`src/rtl/fight_turn_controller.sv`:
```
// fight_turn_controller: turn sequencer for the two-player fighting game.
//
// Collects one action per player per turn, presents the pair to both player
// FSMs with a one-cycle actionEnable strobe, resets the player FSMs at the
// start of each game and watches both health buses for game over.
//
// Parameters:
//   MAX_TURNS  - turn limit (1..255); reaching it ends the game on health.
//   TURN_TICKS - COLLECT timeout in clk cycles (only with TURN_TIMEOUT_EN).
//
// Optional feature: define TURN_TIMEOUT_EN to fill a missing action with
// await (010) after TURN_TICKS cycles in COLLECT. Undefined: wait forever.
//
// Ports:
//   clk, reset (async, active-low)
//   start                    - pulse, starts a new game from IDLE/OVER
//   act1_valid/act1[2:0]     - player-1 action offer
//   act2_valid/act2[2:0]     - player-2 action offer
//   health1/health2[1:0]     - player health from the player FSMs
//   action1/action2[2:0]     - registered actions to the player FSMs
//   actionEnable             - one-cycle apply strobe
//   game_reset               - one-cycle reset pulse to the player FSMs
//   isGameOver, winner[1:0]  - game result (00 none, 01 p1, 10 p2, 11 draw)
//   turn_count[7:0]          - completed turns
//   busy                     - game in progress (CLEAR..SETTLE)
module fight_turn_controller #(
    parameter int MAX_TURNS  = 99,
    parameter int TURN_TICKS = 50_000_000
) (
    input  logic       clk,
    input  logic       reset,
    input  logic       start,
    input  logic       act1_valid,
    input  logic [2:0] act1,
    input  logic       act2_valid,
    input  logic [2:0] act2,
    input  logic [1:0] health1,
    input  logic [1:0] health2,
    output logic [2:0] action1,
    output logic [2:0] action2,
    output logic       actionEnable,
    output logic       game_reset,
    output logic       isGameOver,
    output logic [1:0] winner,
    output logic [7:0] turn_count,
    output logic       busy
);
    typedef enum logic [2:0] {IDLE, CLEAR, COLLECT, COMMIT, SETTLE, OVER} state_t;
    localparam logic [2:0] AWAIT = 3'b010;

    state_t     state_q, state_d;
    logic       pend1_q, pend1_d, pend2_q, pend2_d;
    logic [2:0] slot1_q, slot1_d, slot2_q, slot2_d;
    logic [2:0] action1_q, action1_d, action2_q, action2_d;
    logic       action_enable_q, action_enable_d;
    logic       game_reset_q, game_reset_d;
    logic       game_over_q, game_over_d;
    logic       busy_q, busy_d;
    logic [1:0] winner_q, winner_d;
    logic [7:0] turn_q, turn_d, turn_inc;
    logic       timeout;

`ifdef TURN_TIMEOUT_EN
    localparam int TW = $clog2(TURN_TICKS + 1);
    logic [TW-1:0] tick_q, tick_d;
    // Counter is zero on every entry into COLLECT because it is held at
    // zero in all other states; timeout fires on the TURN_TICKS-th edge.
    assign timeout = (state_q == COLLECT) && (tick_q == TW'(TURN_TICKS - 1));
    assign tick_d  = (state_q == COLLECT) ? tick_q + 1'b1 : '0;
    always_ff @(posedge clk or negedge reset) begin
        if (!reset) tick_q <= '0;
        else        tick_q <= tick_d;
    end
`else
    logic unused_ticks;
    assign unused_ticks = |TURN_TICKS;
    assign timeout = 1'b0;
`endif

    always_comb begin
        state_d         = state_q;
        pend1_d         = pend1_q;
        pend2_d         = pend2_q;
        slot1_d         = slot1_q;
        slot2_d         = slot2_q;
        action1_d       = action1_q;
        action2_d       = action2_q;
        action_enable_d = 1'b0;
        game_reset_d    = 1'b0;
        game_over_d     = game_over_q;
        winner_d        = winner_q;
        turn_d          = turn_q;
        turn_inc        = turn_q + 8'd1;
        case (state_q)
            IDLE, OVER: begin
                if (start) begin
                    state_d      = CLEAR;
                    game_reset_d = 1'b1;
                    turn_d       = 8'd0;
                    winner_d     = 2'b00;
                    game_over_d  = 1'b0;
                end
            end
            CLEAR: begin
                pend1_d = 1'b0;
                pend2_d = 1'b0;
                state_d = COLLECT;
            end
            COLLECT: begin
                // A real offer on the timeout edge takes priority over the fill.
                if (!pend1_q && (act1_valid || timeout)) begin
                    slot1_d = act1_valid ? act1 : AWAIT;
                    pend1_d = 1'b1;
                end
                if (!pend2_q && (act2_valid || timeout)) begin
                    slot2_d = act2_valid ? act2 : AWAIT;
                    pend2_d = 1'b1;
                end
                if (pend1_d && pend2_d) begin
                    state_d         = COMMIT;
                    action1_d       = slot1_d;
                    action2_d       = slot2_d;
                    action_enable_d = 1'b1;
                end
            end
            COMMIT: begin
                pend1_d = 1'b0;
                pend2_d = 1'b0;
                state_d = SETTLE;
            end
            SETTLE: begin
                // Player FSMs applied the actions on the COMMIT edge, so health is current here.
                if (health1 == 2'd0 || health2 == 2'd0) begin
                    state_d     = OVER;
                    game_over_d = 1'b1;
                    winner_d    = {health1 == 2'd0, health2 == 2'd0};
                end else begin
                    turn_d = turn_inc;
                    if (turn_inc == 8'(MAX_TURNS)) begin
                        state_d     = OVER;
                        game_over_d = 1'b1;
                        winner_d    = health1 > health2 ? 2'b01 :
                                      health1 < health2 ? 2'b10 : 2'b11;
                    end else begin
                        state_d = COLLECT;
                    end
                end
            end
            default: state_d = IDLE;
        endcase
        busy_d = state_d inside {CLEAR, COLLECT, COMMIT, SETTLE};
    end

    always_ff @(posedge clk or negedge reset) begin
        if (!reset) begin
            state_q         <= IDLE;
            pend1_q         <= 1'b0;
            pend2_q         <= 1'b0;
            slot1_q         <= AWAIT;
            slot2_q         <= AWAIT;
            action1_q       <= AWAIT;
            action2_q       <= AWAIT;
            action_enable_q <= 1'b0;
            game_reset_q    <= 1'b0;
            game_over_q     <= 1'b0;
            winner_q        <= 2'b00;
            turn_q          <= 8'd0;
            busy_q          <= 1'b0;
        end else begin
            state_q         <= state_d;
            pend1_q         <= pend1_d;
            pend2_q         <= pend2_d;
            slot1_q         <= slot1_d;
            slot2_q         <= slot2_d;
            action1_q       <= action1_d;
            action2_q       <= action2_d;
            action_enable_q <= action_enable_d;
            game_reset_q    <= game_reset_d;
            game_over_q     <= game_over_d;
            winner_q        <= winner_d;
            turn_q          <= turn_d;
            busy_q          <= busy_d;
        end
    end

    assign action1      = action1_q;
    assign action2      = action2_q;
    assign actionEnable = action_enable_q;
    assign game_reset   = game_reset_q;
    assign isGameOver   = game_over_q;
    assign winner       = winner_q;
    assign turn_count   = turn_q;
    assign busy         = busy_q;
endmodule
```
`config.mk`:
```
export PLATFORM = sky130hd
export DESIGN_NAME = fight_turn_controller
export DESIGN_NICKNAME = d
export VERILOG_FILES = /design/src/rtl/fight_turn_controller.sv
export SDC_FILE = /design/constraint.sdc
export NUM_CORES = 1
export LEC_CHECK = 0
export ABC_AREA = 1
export BUFFER_PORTS_ARGS = -buffer_cell sky130_fd_sc_hd__buf_4
export CORE_ASPECT_RATIO = 1.25
export CORE_MARGIN = 4
export CORE_UTILIZATION = 40
export DETAILED_ROUTE_END_ITERATION = 12
export PLACE_DENSITY = 0.7
export SYNTH_ARGS = -nofsm -noshare
export SYNTH_HDL_FRONTEND = slang
export SYNTH_SLANG_ARGS = --single-unit
```
`constraint.sdc`:
```
create_clock -name clk -period 1.48 [get_ports clk]
set_input_delay 0.148 -clock clk [delete_from_list [all_inputs] [get_ports clk]]
set_output_delay 0.148 -clock clk [all_outputs]
set_load 0.02 [all_outputs]
```
# Word-level counts from Yosys, hierarchy flattened
# Cells that the tools add are included.
[word_totals]
regBits = 31
latchBits = 0
ramBits = 0
mem_bits_ro = 0
in_bits = 15
mem_count = 0
[classes]
n_addsub = 1
n_mul = 0
div = 0
magnitude_cmp = 2
eq_ne = 13
shift = 0
mux = 32
bitwise_logic = 0
reduce_logical = 17
[op_table]
columns = ["cell", "n"]
rows = [
  ["$mux 3", 8],
  ["$mux 8", 2],
  ["$pmux 8 s2", 1],
  ["$pmux 3 s5", 1],
  ["$eq 3x2->1 const B", 4],
  ["$mux 1", 12],
  ["$eq 3x3->1 const B", 3],
  ["$add 8x1->8 const B", 1],
  ["$eq 8x7->1 const B", 1],
  ["$mux 2", 4],
  ["$eq 3x1->1 const B", 2],
  ["$pmux 1 s2", 3],
  ["$reduce_and 3->1", 2],
  ["$logic_not 2->1", 2],
  ["$ne 2x2->1 const B", 2],
  ["$pmux 2 s2", 1],
  ["$reduce_bool 2->1", 2],
  ["$reduce_bool 4->1", 1],
  ["$reduce_or 2->1", 2],
  ["$logic_and 1x1->1", 3],
  ["$logic_not 3->1", 1],
  ["$ne 3x3->1 const B", 1],
  ["$gt 2x2->1", 1],
  ["$logic_not 1->1", 2],
  ["other kinds (3)", 3],
]

# Longest topological paths before layout
[logic_depth]
ltp_word = 9
ltp_mapped = 12
ltp_nobuf = 12

# Least setup slack after synthesis
# OpenSTA, ideal clock, no wires.
[synth_timing]
path_kind = "register -> register"
startpoint = "register turn_q[1], in the netlist turn_count[1]"
endpoint = "register winner_q[0], in the netlist winner[0]"
setup_time_ps = 121
arrival_ps = 1517
setup_slack_ps = -157
path_stages_with_launch = 11
period_less_slack_ps = 1637
path_cell_list = "dfrtp_1 ha_1 nand3_1 o21ai_1 nand2_1 nor2_1 nand3_1 nand3_1 nand3_1 nand2_1 nand2_1"
[synth_between]
elab_chain_cells = 4
[synth_rtl]
columns = ["element", "line", "source"]
rows = [
  ["start: declaration", "60", "logic [7:0] turn_q, turn_d, turn_inc;"],
  ["start signal: assignment", "181", "turn_q <= turn_d;"],
  ["$add 8x1->8", "93", "turn_inc = turn_q + 8'd1;"],
  ["$eq 8x7->1", "139", "if (turn_inc == 8'(MAX_TURNS)) begin"],
  ["$ne 3x3->1 (no source line)", "-", ""],
  ["$reduce_and 3->1 (no source line)", "-", ""],
  ["end signal: assignment", "180", "winner_q <= winner_d;"],
  ["end: declaration", "59", "logic [1:0] winner_q, winner_d;"],
]
# Every way passes these cells.
# A chain may end at the register's enable or synchronous reset.

# Worst setup path after layout
[layout_timing]
startpoint = "register turn_q[1], in the netlist turn_count[1]"
endpoint = "register state_q[2]"
[layout_between]
elab_chain_cells = 5
[layout_rtl]
columns = ["element", "line", "source"]
rows = [
  ["$add 8x1->8", "93", ""],
  ["$eq 8x7->1", "139", ""],
  ["$mux 3", "139", ""],
  ["$mux 3", "133", "if (health1 == 2'd0 || health2 == 2'd0) begin"],
  ["$pmux 3 s5", "94", "case (state_q)"],
  ["net state_d[2]", "51", "state_t state_q, state_d;"],
  ["end signal: assignment", "170", "state_q <= state_d;"],
  ["end: declaration", "51", ""],
]
# The timed path passes the listed nets, and every way through them passes these cells.

==> results.yml <==
clock_tree:
  cts_buffers: 5
  cts_tree: "done"
  clk_pin_slew_ns: 0.07
  clock_path_buffers: 2
  root_buffer: "clkbuf_8"
  cts.sinks: 31
  htree_levels: 2
  clkLatencyLatePin_ns: 0.29
global_route:
  gr-total-overflow: 0
  grt_pass1_wl_mm: 6.693
  grt_antenna_before_repair: 0
  grt_max_degree: 32
  grt_util_all_layers_pct: 16.78
  grt_pass1_vias: 1607
logic_synthesis:
  synth_warnings: 0
  synth_cells: 206
  synth_compound_area_share_pct: 11.09
  ys_types: 25
  synth_xor_area_share_pct: 0.5464
  synthTopCellsByArea: "dfrtp_1 (42%), nand2_1 (14%), dfstp_2 (6.6%)"
  avgSynthCellArea_sq_um: 7.781
  synth_nets: 225
  synth_top_area_share_pct: 42.15
  synth-simple-area-share_pct: 28.26
  synth_top_family_by_area: "simple AND/OR/NAND/NOR gates"
  synthAdderAreaFrac_pct: 3.123
  yosysTopAreaCell: "dfrtp_1"
  ys_seq_elements: 31
  ys_seq_area_share_pct: 48.71
  syn_area_sq_mm: 0.001603
  synthMuxAreaShare_pct: 0
cells_and_area:
  syn2layout_area_growth_pct: 45.43
  final_cells: 333
  drive_above_1_share_pct: 38.35
  fin_area_sq_mm: 0.002331
  layout_common_cells: "buf_4 (66), nand2_1 (55), inv_1 (26)"
  antennaDiodeCount: 0
  multi_input_area_sq_um: 763.2
  layout_commonest_cell: "buf_4"
  regArea_sq_um: 787.0
  utilization_pct: 61.08
  nets: 297
  fillCellCount: 372
setup_path:
  crit_fanout: 5
  slowest_delay_ns: 0.41
  cpMaxStageDelayCell: "dfrtp_2"
  cp_num_buf_inv: 1
  critPathKind: "reg -> reg"
  cp_top_family: "simple AND/OR/NAND/NOR gates"
  crit_required_ns: 1.68
  arrival_ns: 1.83
  reg2reg_slack_ns: -0.15
  critPathCaptureType: "flop"
  cp_cell_sequence: "ha_4, nand3_2, o21ai_1, nand2_1, nor2_1, nand3_1, nand2_1, nand2_2, inv_2, nor2_1, o21ai_1"
  start_kind: "flop"
sta:
  clock-skew-final_ns: 0.01298
  fmax_mhz: 613.4
  final.setup.tns_ns: -0.8779
  postLayoutSetupSlackWorst_ns: -0.1502
  worst_hold_slack_ns: 0.07676
  max-slew-margin-rel_pct: 74.10
  slew_viol_final: 0
  fin_crit_ns: 1.630
  rsz0062_at_grt: "true"
  worst_pin_slew_ns: 0.3885
  hold_viol_final: 0
  post-route-period-util_pct: 110.2
  setup_viol: 8
pwr:
  p_total_mw: 3.807
  leakage_nw: 1.207
  powerDensity_mw_per_mm2: 1633
  ir_worst_vdd_mv: 0.9622
floorplan:
  start_util_pct: 42.00
  dieWidth_um: 64.62
  die_area_sq_mm: 0.005090
  die_h_um: 78.77
  io_pins: 35
  rows: 25
  core-area_sq_mm: 0.003816
drt:
  num_vias: 1555
  drt-pass1-iter-count: 4
  vias_per_cell: 4.670
  ant_nets: 0
  drt_iter0_drc: 47
  drc: 0
  avgRoutedWirePerCell_um: 11.68
  wl_mm: 3.888
place:
  dp_worst_setup_slack_ns: -0.1009
  dpl.cell_count: 313
  port_buffers: 34
  place.gp.congestion: 0.7911
  dpl-instance-area_sq_mm: 0.002100
  dp_hpwl_mm: 2.747
min_path:
  hp-class: "in -> reg"
run:
  cap_violations: 0
status:
  outcome: "finished, violations left"
  violations: "setup timing"
-- layer usage --
metal  global-route usage [%]  up-vias  wire length [um]
li1                         -      797                 -
met1                    18.52      724              1621
met2                    29.86       29              2037
met3                    4.950        5               175
met4                    6.765        0                53
met5                        0        -                 0
-- state kept, by name, indices dropped and copies added, names as in the netlist, 2 cells and up --
name / cells
action2: 3
slot2_q: 3
action1: 3
state_q: 3
slot1_q: 3
turn_count: 8
winner: 2
-- what timing repair did --
action,4_1_cts,5_1_grt
pin swaps,11,3
buffers inserted,10,1
hold endpoints to repair,27,0
setup endpoints to repair,11,12
resized for setup,16,1
hold buffers,1,0
-- cells by family (layout without fill, tap and decap cells) --
kind of cell,after synthesis,after routing
buffers and inverters,33,106
AOI/OAI and AO/OA,33,33
adders and majority gates,4,4
and+or+nand+nor,104,104
DFF,31,31
xor gates and xnor gates,1,1
-- worst register-to-register path, delay by kind of cell, from the launching register on --
kind	cells	cell delay, ns
flops	1	0.41
compound gates	2	0.25
fa+ha+maj	1	0.17
buf+inv	1	0.08
simple gates	7	0.63
-- area by class of cell --
class                           instances  area share (%)
Sequential cell                        31           33.76
Multi-Input combinational cell        142           32.74
Timing Repair Buffer                   67           21.69
Inverter                               31           4.992
Clock buffer                            7           3.704
Tap cell                               54           2.899
Clock inverter                          1          0.2147
-- synthesized netlist by cell type --
cell	count
buf_2	1
dfstp_2	4
clkinv_1	1
and3_1	1
inv_1	27
o22ai_1	3
nand4_1	1
nor2_2	1
nand2_2	2
a21oi_1	12
nand3_1	13
o21ai_0	14
buf_6	1
xor2_1	1
ha_1	4
dfrtp_1	27
nand2_1	59
nor2_8	1
nor2_1	22
inv_2	3
o21ai_2	1
o21ai_1	1
nor3_1	2
nand2_4	2
o21bai_1	2
-- where the power goes --
part	switching, mW	leakage, nW	internal (mW)	total [mW]
clock	0.312	0.0482	0.374	0.686
combinational	1.06	0.772	0.721	1.78
sequential	0.156	0.387	1.18	1.34
-- worst paths after layout --
check | from | to | depth (start not counted)
min in group asynchronous | reset | action1[0] | 2
hold / removal | start | state_q[2] | 2
max in group asynchronous | reset | action2[1] | 2
setup reg to reg | turn_count[1] | state_q[2] | 11
setup / recovery | turn_count[1] | state_q[2] | 11
hold reg to reg | action2[1] | action2[1] | 2
(Power assumes the default switching activity.)
